===== src/rtl/pipeline_sequencer_if.sv =====
// Control bundle between the pipeline sequencer and its environment.
// Breakpoint signals exist only when PIPE_SEQ_BREAKPOINT_EN is defined.
interface pipeline_sequencer_if #(
    parameter int RNBITS  = 5,
    parameter int CNTBITS = 32
);
    logic               i_start;
    logic               i_mode_step;
    logic               i_step;
    logic               i_halt_detected;
    logic [RNBITS-1:0]  i_ID_rs;
    logic [RNBITS-1:0]  i_ID_rt;
    logic [RNBITS-1:0]  i_EX_RegistroDestino;
    logic               i_EX_MemRead;
    logic               i_branch_taken;
`ifdef PIPE_SEQ_BREAKPOINT_EN
    logic               i_bp_valid;
    logic [31:0]        i_bp_addr;
    logic [31:0]        i_pc;
`endif
    logic               o_pc_en;
    logic               o_IF_ID_en;
    logic               o_ID_EX_en;
    logic               o_EX_MEM_en;
    logic               o_MEM_WB_en;
    logic               o_IF_ID_flush;
    logic               o_ID_EX_bubble;
    logic               o_running;
    logic               o_halted;
    logic               o_step_done;
    logic [CNTBITS-1:0] o_cycle_count;

    modport master (
        output i_start, i_mode_step, i_step, i_halt_detected,
               i_ID_rs, i_ID_rt, i_EX_RegistroDestino, i_EX_MemRead, i_branch_taken,
`ifdef PIPE_SEQ_BREAKPOINT_EN
               i_bp_valid, i_bp_addr, i_pc,
`endif
        input  o_pc_en, o_IF_ID_en, o_ID_EX_en, o_EX_MEM_en, o_MEM_WB_en,
               o_IF_ID_flush, o_ID_EX_bubble, o_running, o_halted, o_step_done,
               o_cycle_count
    );

    modport slave (
        input  i_start, i_mode_step, i_step, i_halt_detected,
               i_ID_rs, i_ID_rt, i_EX_RegistroDestino, i_EX_MemRead, i_branch_taken,
`ifdef PIPE_SEQ_BREAKPOINT_EN
               i_bp_valid, i_bp_addr, i_pc,
`endif
        output o_pc_en, o_IF_ID_en, o_ID_EX_en, o_EX_MEM_en, o_MEM_WB_en,
               o_IF_ID_flush, o_ID_EX_bubble, o_running, o_halted, o_step_done,
               o_cycle_count
    );
endinterface


===== src/rtl/pipeline_sequencer.sv =====
// Five-stage MIPS pipeline controller: run/step/halt sequencing plus load-use and branch hazards.
// Optional PC breakpoint support is compiled in with PIPE_SEQ_BREAKPOINT_EN.
module pipeline_sequencer #(
    parameter int RNBITS       = 5,
    parameter int DRAIN_CYCLES = 4,
    parameter int CNTBITS      = 32
) (
    input  logic                  i_clk,
    input  logic                  i_reset_n,
    pipeline_sequencer_if.slave   bus
);
    localparam logic [2:0] IDLE      = 3'd0;
    localparam logic [2:0] RUN       = 3'd1;
    localparam logic [2:0] STEP_WAIT = 3'd2;
    localparam logic [2:0] STEP_EXEC = 3'd3;
    localparam logic [2:0] DRAIN     = 3'd4;
    localparam logic [2:0] HALTED    = 3'd5;

    localparam int DW = $clog2(DRAIN_CYCLES + 1);

    logic [2:0]         state;
    logic [2:0]         next_state;
    logic [DW-1:0]      drain_cnt;
    logic               step_prev;
    logic               step_rise;
    logic               step_done;
    logic [CNTBITS-1:0] cycle_count;
    logic [RNBITS-1:0]  ex_dest;
    logic               stall;
    logic               bp_hit;

    logic pc_en, if_id_en, id_ex_en, ex_mem_en, mem_wb_en, if_id_flush, id_ex_bubble;

    assign ex_dest   = bus.i_EX_RegistroDestino;
    assign step_rise = bus.i_step & ~step_prev;
    assign stall     = bus.i_EX_MemRead && (ex_dest != '0) &&
                       ((ex_dest == bus.i_ID_rs) || (ex_dest == bus.i_ID_rt));

`ifdef PIPE_SEQ_BREAKPOINT_EN
    logic        bp_fired;
    logic [31:0] pc_prev;

    assign bp_hit = (state == RUN) && bus.i_bp_valid &&
                    (bus.i_pc == bus.i_bp_addr) && !bp_fired;

    // One-shot: once a breakpoint fires it stays masked until the PC moves on.
    always_ff @(posedge i_clk or negedge i_reset_n) begin
        if (!i_reset_n) begin
            bp_fired <= 1'b0;
            pc_prev  <= '0;
        end else begin
            pc_prev <= bus.i_pc;
            if (bp_hit)
                bp_fired <= 1'b1;
            else if (bus.i_pc != pc_prev)
                bp_fired <= 1'b0;
        end
    end
`else
    assign bp_hit = 1'b0;
`endif

    always_comb begin
        next_state   = state;
        pc_en        = 1'b0;
        if_id_en     = 1'b0;
        id_ex_en     = 1'b0;
        ex_mem_en    = 1'b0;
        mem_wb_en    = 1'b0;
        if_id_flush  = 1'b0;
        id_ex_bubble = 1'b0;
        case (state)
            IDLE: begin
                if (bus.i_start)
                    next_state = bus.i_mode_step ? STEP_WAIT : RUN;
            end
            RUN, STEP_EXEC: begin
                if (bp_hit) begin
                    next_state = STEP_WAIT;
                end else begin
                    pc_en       = ~stall;
                    if_id_en    = ~stall;
                    id_ex_en    = 1'b1;
                    ex_mem_en   = 1'b1;
                    mem_wb_en   = 1'b1;
                    id_ex_bubble = stall;
                    if_id_flush = bus.i_branch_taken & ~stall;
                    // A stalled HALT is not yet committed; it is taken once the stall clears.
                    if (bus.i_halt_detected && !stall)
                        next_state = DRAIN;
                    else if (state == STEP_EXEC || bus.i_mode_step)
                        next_state = STEP_WAIT;
                end
            end
            STEP_WAIT: begin
                if (!bus.i_mode_step)
                    next_state = RUN;
                else if (step_rise)
                    next_state = STEP_EXEC;
            end
            DRAIN: begin
                id_ex_en     = 1'b1;
                ex_mem_en    = 1'b1;
                mem_wb_en    = 1'b1;
                id_ex_bubble = 1'b1;
                if (drain_cnt == DW'(1))
                    next_state = HALTED;
            end
            HALTED: begin
                next_state = HALTED;
            end
            default: next_state = IDLE;
        endcase
    end

    always_ff @(posedge i_clk or negedge i_reset_n) begin
        if (!i_reset_n) begin
            state       <= IDLE;
            drain_cnt   <= '0;
            step_prev   <= 1'b0;
            step_done   <= 1'b0;
            cycle_count <= '0;
        end else begin
            state     <= next_state;
            step_prev <= bus.i_step;
            step_done <= (state == STEP_EXEC);
            if (state != DRAIN && next_state == DRAIN)
                drain_cnt <= DW'(DRAIN_CYCLES);
            else if (state == DRAIN)
                drain_cnt <= drain_cnt - DW'(1);
            if (mem_wb_en && cycle_count != '1)
                cycle_count <= cycle_count + CNTBITS'(1);
        end
    end

    assign bus.o_pc_en        = pc_en;
    assign bus.o_IF_ID_en     = if_id_en;
    assign bus.o_ID_EX_en     = id_ex_en;
    assign bus.o_EX_MEM_en    = ex_mem_en;
    assign bus.o_MEM_WB_en    = mem_wb_en;
    assign bus.o_IF_ID_flush  = if_id_flush;
    assign bus.o_ID_EX_bubble = id_ex_bubble;
    assign bus.o_running      = (state == RUN) || (state == STEP_EXEC);
    assign bus.o_halted       = (state == HALTED);
    assign bus.o_step_done    = step_done;
    assign bus.o_cycle_count  = cycle_count;
endmodule


===== src/flat_wrapper.sv =====
// flat-port wrapper written by rule: the top's interface ports become plain ports
module pipeline_sequencer_flat 
#(
    parameter int RNBITS       = 5,
    parameter int DRAIN_CYCLES = 4,
    parameter int CNTBITS      = 32
)
  (i_clk, i_reset_n, bus_i_start, bus_i_mode_step, bus_i_step, bus_i_halt_detected, bus_i_ID_rs, bus_i_ID_rt, bus_i_EX_RegistroDestino, bus_i_EX_MemRead, bus_i_branch_taken, bus_o_pc_en, bus_o_IF_ID_en, bus_o_ID_EX_en, bus_o_EX_MEM_en, bus_o_MEM_WB_en, bus_o_IF_ID_flush, bus_o_ID_EX_bubble, bus_o_running, bus_o_halted, bus_o_step_done, bus_o_cycle_count);
  pipeline_sequencer_if #(.RNBITS(RNBITS), .CNTBITS(CNTBITS)) bus_i ();
  input  logic i_clk;
  input  logic i_reset_n;
  input wire logic [$bits(bus_i.i_start)-1:0] bus_i_start;
  input wire logic [$bits(bus_i.i_mode_step)-1:0] bus_i_mode_step;
  input wire logic [$bits(bus_i.i_step)-1:0] bus_i_step;
  input wire logic [$bits(bus_i.i_halt_detected)-1:0] bus_i_halt_detected;
  input wire logic [$bits(bus_i.i_ID_rs)-1:0] bus_i_ID_rs;
  input wire logic [$bits(bus_i.i_ID_rt)-1:0] bus_i_ID_rt;
  input wire logic [$bits(bus_i.i_EX_RegistroDestino)-1:0] bus_i_EX_RegistroDestino;
  input wire logic [$bits(bus_i.i_EX_MemRead)-1:0] bus_i_EX_MemRead;
  input wire logic [$bits(bus_i.i_branch_taken)-1:0] bus_i_branch_taken;
  output wire logic [$bits(bus_i.o_pc_en)-1:0] bus_o_pc_en;
  output wire logic [$bits(bus_i.o_IF_ID_en)-1:0] bus_o_IF_ID_en;
  output wire logic [$bits(bus_i.o_ID_EX_en)-1:0] bus_o_ID_EX_en;
  output wire logic [$bits(bus_i.o_EX_MEM_en)-1:0] bus_o_EX_MEM_en;
  output wire logic [$bits(bus_i.o_MEM_WB_en)-1:0] bus_o_MEM_WB_en;
  output wire logic [$bits(bus_i.o_IF_ID_flush)-1:0] bus_o_IF_ID_flush;
  output wire logic [$bits(bus_i.o_ID_EX_bubble)-1:0] bus_o_ID_EX_bubble;
  output wire logic [$bits(bus_i.o_running)-1:0] bus_o_running;
  output wire logic [$bits(bus_i.o_halted)-1:0] bus_o_halted;
  output wire logic [$bits(bus_i.o_step_done)-1:0] bus_o_step_done;
  output wire logic [$bits(bus_i.o_cycle_count)-1:0] bus_o_cycle_count;
  assign bus_i.i_start = bus_i_start;
  assign bus_i.i_mode_step = bus_i_mode_step;
  assign bus_i.i_step = bus_i_step;
  assign bus_i.i_halt_detected = bus_i_halt_detected;
  assign bus_i.i_ID_rs = bus_i_ID_rs;
  assign bus_i.i_ID_rt = bus_i_ID_rt;
  assign bus_i.i_EX_RegistroDestino = bus_i_EX_RegistroDestino;
  assign bus_i.i_EX_MemRead = bus_i_EX_MemRead;
  assign bus_i.i_branch_taken = bus_i_branch_taken;
  assign bus_o_pc_en = bus_i.o_pc_en;
  assign bus_o_IF_ID_en = bus_i.o_IF_ID_en;
  assign bus_o_ID_EX_en = bus_i.o_ID_EX_en;
  assign bus_o_EX_MEM_en = bus_i.o_EX_MEM_en;
  assign bus_o_MEM_WB_en = bus_i.o_MEM_WB_en;
  assign bus_o_IF_ID_flush = bus_i.o_IF_ID_flush;
  assign bus_o_ID_EX_bubble = bus_i.o_ID_EX_bubble;
  assign bus_o_running = bus_i.o_running;
  assign bus_o_halted = bus_i.o_halted;
  assign bus_o_step_done = bus_i.o_step_done;
  assign bus_o_cycle_count = bus_i.o_cycle_count;
  pipeline_sequencer #(.RNBITS(RNBITS), .DRAIN_CYCLES(DRAIN_CYCLES), .CNTBITS(CNTBITS)) u_core (.i_clk(i_clk), .i_reset_n(i_reset_n), .bus(bus_i));
endmodule

===== config.mk =====
export PLATFORM = sky130hd
export DESIGN_NAME = pipeline_sequencer_flat
export DESIGN_NICKNAME = d
export VERILOG_FILES = /design/src/rtl/pipeline_sequencer_if.sv /design/src/rtl/pipeline_sequencer.sv /design/src/flat_wrapper.sv
export SDC_FILE = /design/constraint.sdc
export NUM_CORES = 1
export LEC_CHECK = 0
export CAP_MARGIN = 20
export CORE_MARGIN = 1
export CORE_UTILIZATION = 38
export DETAILED_ROUTE_END_ITERATION = 10
export HOLD_SLACK_MARGIN = 0.1
export PLACE_DENSITY = 0.74
export SKIP_CTS_REPAIR_TIMING = 1
export SLEW_MARGIN = 20
export SYNTH_ARGS = -nofsm -noshare
export SYNTH_HDL_FRONTEND = slang
export SYNTH_SLANG_ARGS = --single-unit

===== constraint.sdc =====
create_clock -name i_clk -period 5.55 [get_ports i_clk]
set_input_delay 1.11 -clock i_clk [delete_from_list [all_inputs] [get_ports i_clk]]
set_output_delay 1.11 -clock i_clk [all_outputs]
set_load 0.05 [all_outputs]

* Word level (Yosys, flattened, before mapping)
Index checks and enable logic that the tools add are counted.
** Storage, ports and cells
- Register bits after elaboration :: 40
- Input bits :: 23
** Cells by class
- $add $sub $neg :: 2
- Eq/ne operators :: 11
- Muxes and demuxes :: 14
- Bitwise logic cells :: 4
- Reductions and logical operators :: 14
** Operator list (count)
- 32-bit by 1-bit adder with 32-bit output (second input constant) :: 1
- 32-bit != test (second input constant) :: 1
- 3-bit 2-to-1 mux :: 8
- 3-bit one-hot mux with 5 select lines :: 1
- 5-bit equality test :: 2
- 3-bit equality test (second input constant) :: 3
- 3-bit by 1-bit equality test with 1-bit output (second input constant) :: 2
- 3-bit by 2-bit equality test with 1-bit output (second input constant) :: 2
- 1-bit logical AND :: 5
- 5-bit nonzero test :: 1
- 3-bit zero test :: 1
- 1-bit logical OR :: 3
- 1-bit 2-to-1 mux :: 3
- 3-bit != test (second input constant) :: 1
- 3-bit OR reduction :: 1
- 3-bit by 1-bit subtractor with 3-bit output (second input constant) :: 1
- 1-bit AND :: 2
- 2-bit 2-to-1 mux :: 1
- 1-bit NOT :: 2
- 1-bit one-hot mux with 2 select lines :: 1
- 2-bit nonzero test :: 1
- 2-bit OR reduction :: 1
- 1-bit zero test :: 1

* Longest topological paths before layout
- Word-level depth :: 10
- Mapped depth :: 7

* Least setup slack after synthesis
No wires, ideal clock.
- Kind :: input to output
- Start :: input bus_i_EX_RegistroDestino[4]
- End :: output bus_o_ID_EX_bubble
- Arrival time :: 2.939 ns
- Setup slack :: 1.501 ns
- Cell stages on the path :: 5
- Cell sequence :: xnor2_1 nand3_1 nor3_1 o221ai_1 o21ai_0
** Between the ends
- Longest elaborated chain between the ends :: 4
- Elaborated cells between the ends (all ways) :: 7
- Classes of those cells :: eq/ne (2); mux (1); reduce/logical (4)
** RTL lines
- start, declared :: line flat_wrapper.sv:18 : input wire logic [$bits(bus_i.i_EX_RegistroDestino)-1:0] bus_i_EX_RegistroDestino;
- 5-bit equality test or 5-bit nonzero test (tied branches) :: line pipeline_sequencer.sv:37, pipeline_sequencer.sv:36
- 1-bit logical OR or 1-bit logical AND (tied branches) :: line pipeline_sequencer.sv:37, pipeline_sequencer.sv:36
- 1-bit logical AND (*) :: line pipeline_sequencer.sv:36 : assign stall = bus.i_EX_MemRead && (ex_dest != '0) &&
- 1-bit one-hot mux with 2 select lines (*) :: line pipeline_sequencer.sv:72 : case (state)
- end, declared :: line flat_wrapper.sv:27 : output wire logic [$bits(bus_i.o_ID_EX_bubble)-1:0] bus_o_ID_EX_bubble;
Every way passes the cells marked *; elsewhere a longest branch is shown, timed or not.

* Final worst setup path
- Start :: input bus_i_EX_RegistroDestino[0]
- End :: output bus_o_IF_ID_en
** Between the ends
- Longest elaborated chain between the ends :: 5
- Elaborated cells between the ends (all ways) :: 8
- Classes of those cells :: eq/ne (2); mux (1); bitwise (1); reduce/logical (4)
** RTL lines
- 5-bit equality test or 5-bit nonzero test (tied branches) :: line pipeline_sequencer.sv:37, pipeline_sequencer.sv:36
- 1-bit logical OR or 1-bit logical AND (tied branches) :: line pipeline_sequencer.sv:37, pipeline_sequencer.sv:36
- 1-bit logical AND (*) :: line pipeline_sequencer.sv:36
- 1-bit NOT (*) :: line pipeline_sequencer.sv:82 : if_id_en = ~stall;
- 1-bit 2-to-1 mux (*) :: line pipeline_sequencer.sv:72
- end, declared :: line flat_wrapper.sv:22 : output wire logic [$bits(bus_i.o_IF_ID_en)-1:0] bus_o_IF_ID_en;
Marked as above.

==> key figures <==
Setup path
  • CP arrival: 3.71 ns
  • Critical path endpoint category: output pin
  • Critical path class: input pin to output pin
  • Worst setup SP type: input pin
  • Critical path data required time: 4.44 ns
  • Peak fanout along the critical path: 9

Clock tree
  • Clock buffer count from CTS: 5
  • Reg clk slew, reported paths: 0.07 ns
  • Root Driver: clkbuf_8
  • Clk buf depth: 2
  • Clock Latency Late Sink: 0.28 ns
  • CTS tree: yes
  • Clock Sinks: 40
  • H-tree levels: 2

Final layout
  • Register area: 1000 um2
  • Nets: 301
  • Multi-input logic area: 1100 um2
  • Layout cell share with drive strength beyond 1: 6.52%
  • Antenna cells: 0
  • Core Util, Final: 53.6%
  • Fill cells: 532
  • P&R area growth vs syn: 36.4%

Route
  • First-pass DRT Iterations: 4
  • Via count: 1,789
  • Residual DRC: 0
  • Routed vias/inst: 5.14
  • Antenna violation net count after detailed routing: 0
  • Final WL: 4500 um
  • Routed length per instance: 12.9 um
  • DR iter-0 viols: 92

Synth
  • Post-synthesis sequential area ratio: 46.5%
  • Mapped cell area: 2150 um2
  • #FFs+latches synth: 40
  • Synth Instances: 208
  • Area contributors post-synth: dfrtp_1, xnor2_1, xor2_1
  • Mean Syn Cell Area: 10.3 um2
  • Syn nets: 234
  • Top FF cell, synth: dfrtp_1
  • EDFF count, synth: 0
  • Post-synth top area cell: dfrtp_1
  • Async SR Flop Fraction: 100%
  • Cell variety after synth: 41
  • Yosys top cell area share: 46.5%
  • Yosys Warn Count: 0

Floorplanning
  • Die Y: 77.2 um
  • Initial core utilization: 39.3%
  • Core ar.: 5470 um2
  • Die width: 77.2 um
  • FP Rows: 27
  • IO Pins: 65
  • Total die area: 5970 um2

STA
  • Final hold violations: 0
  • Final Cycle Share: 86.9%
  • Minimum clock period: 4.82 ns
  • Slew Limit Fails: 0
  • Final WS setup: 0.726 ns
  • Fmax: 0.207 GHz
  • Unrepaired setup endpoints after global routing: false
  • Worst slew pin tran: 0.852 ns
  • Clk_skew: 0.00197 ns
  • # setup viols final: 0
  • Fin Setup TNS: 0 ns
  • Slew Limit Headroom: 43.2%

Global routing
  • GRT Total Usage: 16.0%
  • GRT overflow: 0
  • Largest net degree at the start of global routing: 41
  • First-pass GRT wire length: 7590 um
  • Antenna violations before repair: 0
  • Vias in the first global route: 1,648

Placed design
  • HPWL Detailed: 3460 um
  • DP Worst Slack: 0.718 ns
  • I/O Buffers: 64
  • RD Place Congestion: 0.780

Outcome
  • Outcome: complete, no violations

Min path
  • Worst hold path class: register to register

Power and ir drop
  • P_leak: 0.00116 uW
  • VDD IR max: 0.000383 V
  • Cell Pwr Density: 368 nW/um2

Run
  • Max-cap viol count: 0
==> placed cells by master, fill, tap and decap left out, types with 5 or more instances in the layout <==
master and instances:
and2_1 5, xor2_1 10, and3_1 7, nand4_1 13, nor2_1 13, xnor2_1 32, nand3_1 15, nor3_1 6
clkdlybuf4s50_1 63, clkbuf_8 6, o21ai_0 6, dfrtp_1 40, nand2_1 15
==> Yosys cell counts (2+ instances only) <==
master	instances
a31o_2	2
a31oi_1	4
and2_1	5
and3_1	7
and4_1	3
buf_4	3
dfrtp_1	40
ha_1	3
inv_1	4
nand2_1	15
nand2b_1	2
nand3_1	15
nand4_1	13
nor2_1	13
nor2b_1	3
nor3_1	6
o21ai_0	6
xnor2_1	32
xor2_1	10
==> layer usage <==
| metal | share of wire (%) | wire length [um] | up-vias | GRT usage [%] |
|---|---|---|---|---|
| met5 | 0 | 0 | - | 0 |
| met4 | 0.96 | 43 | 0 | 4.53 |
| met3 | 7.4 | 331 | 4 | 4.64 |
| met2 | 47 | 2130 | 70 | 25.1 |
| met1 | 44 | 2000 | 837 | 21.4 |
| li1 | - | - | 878 | - |
==> cells by family after synthesis <==
family	count (synthesis)	synth area share (%)
and+or+nand+nor	88	22.1
xor gates and xnor gates	42	17.1
DFF	40	46.5
AOI/OAI and AO/OA	25	9.54
buffers and inverters	9	2.44
adders and majority gates	3	1.75
muxes	1	0.524
==> cell type report <==
cell class,count,share of cell area [%]
timing repair buffer,64,21.7
tap,72,3.07
clock buffer,8,3.07
sequential,40,34.1
multi-input combinational,159,37.4
inverter,5,0.640
==> final timing paths <==
kind | startpoint | end | slack (ns) | cells past startpoint
max in group asynchronous | i_reset_n | u_core.bus.o_cycle_count[12] | 4.08 | 1
worst min register to register | u_core.bus.o_cycle_count[9] | u_core.bus.o_cycle_count[9] | 0.49 | 1
worst min-delay path | u_core.bus.o_cycle_count[9] | u_core.bus.o_cycle_count[9] | 0.49 | 1
worst max-delay path | bus_i_EX_RegistroDestino[0] | bus_o_IF_ID_en | 0.73 | 5
worst max register to register | u_core.bus.o_cycle_count[27] | u_core.bus.o_cycle_count[13] | 3.39 | 5
min in group asynchronous | i_reset_n | u_core.bus.o_cycle_count[8] | 0.93 | 1
==> metrics by stage <==
step                      instances  hold WS, ns  instance area (um2)  power [uW]
after global placement          340        0.478                 2840         888
after floorplan                 208        0.532                 2150         753
final                           348        0.492                 2930        1080
after CTS                       348        0.493                 2930        1090
after global routing            348        0.518                 2930        1140
after detailed placement        340        0.484                 2840         893
==> registers in the layout (all words and copies together), names as in the netlist <==
register and flops:
u_core.bus.o_cycle_count 32, u_core.bus.o_step_done 1, u_core.state 3, u_core.drain_cnt 3
u_core.step_prev 1
==> report_power, final <==
group	internal [uW]	switching (uW)
logic	188	315
clock network	101	91.7
registers	334	50.1
==> critical path, stage by stage <==
cell and delay [ns]:
clkdlybuf4s50_1 0.47, or4_1 0.53, o221ai_1 0.53, and2_1 0.25, clkdlybuf4s50_1 0.82
(Power assumes the default switching activity.)
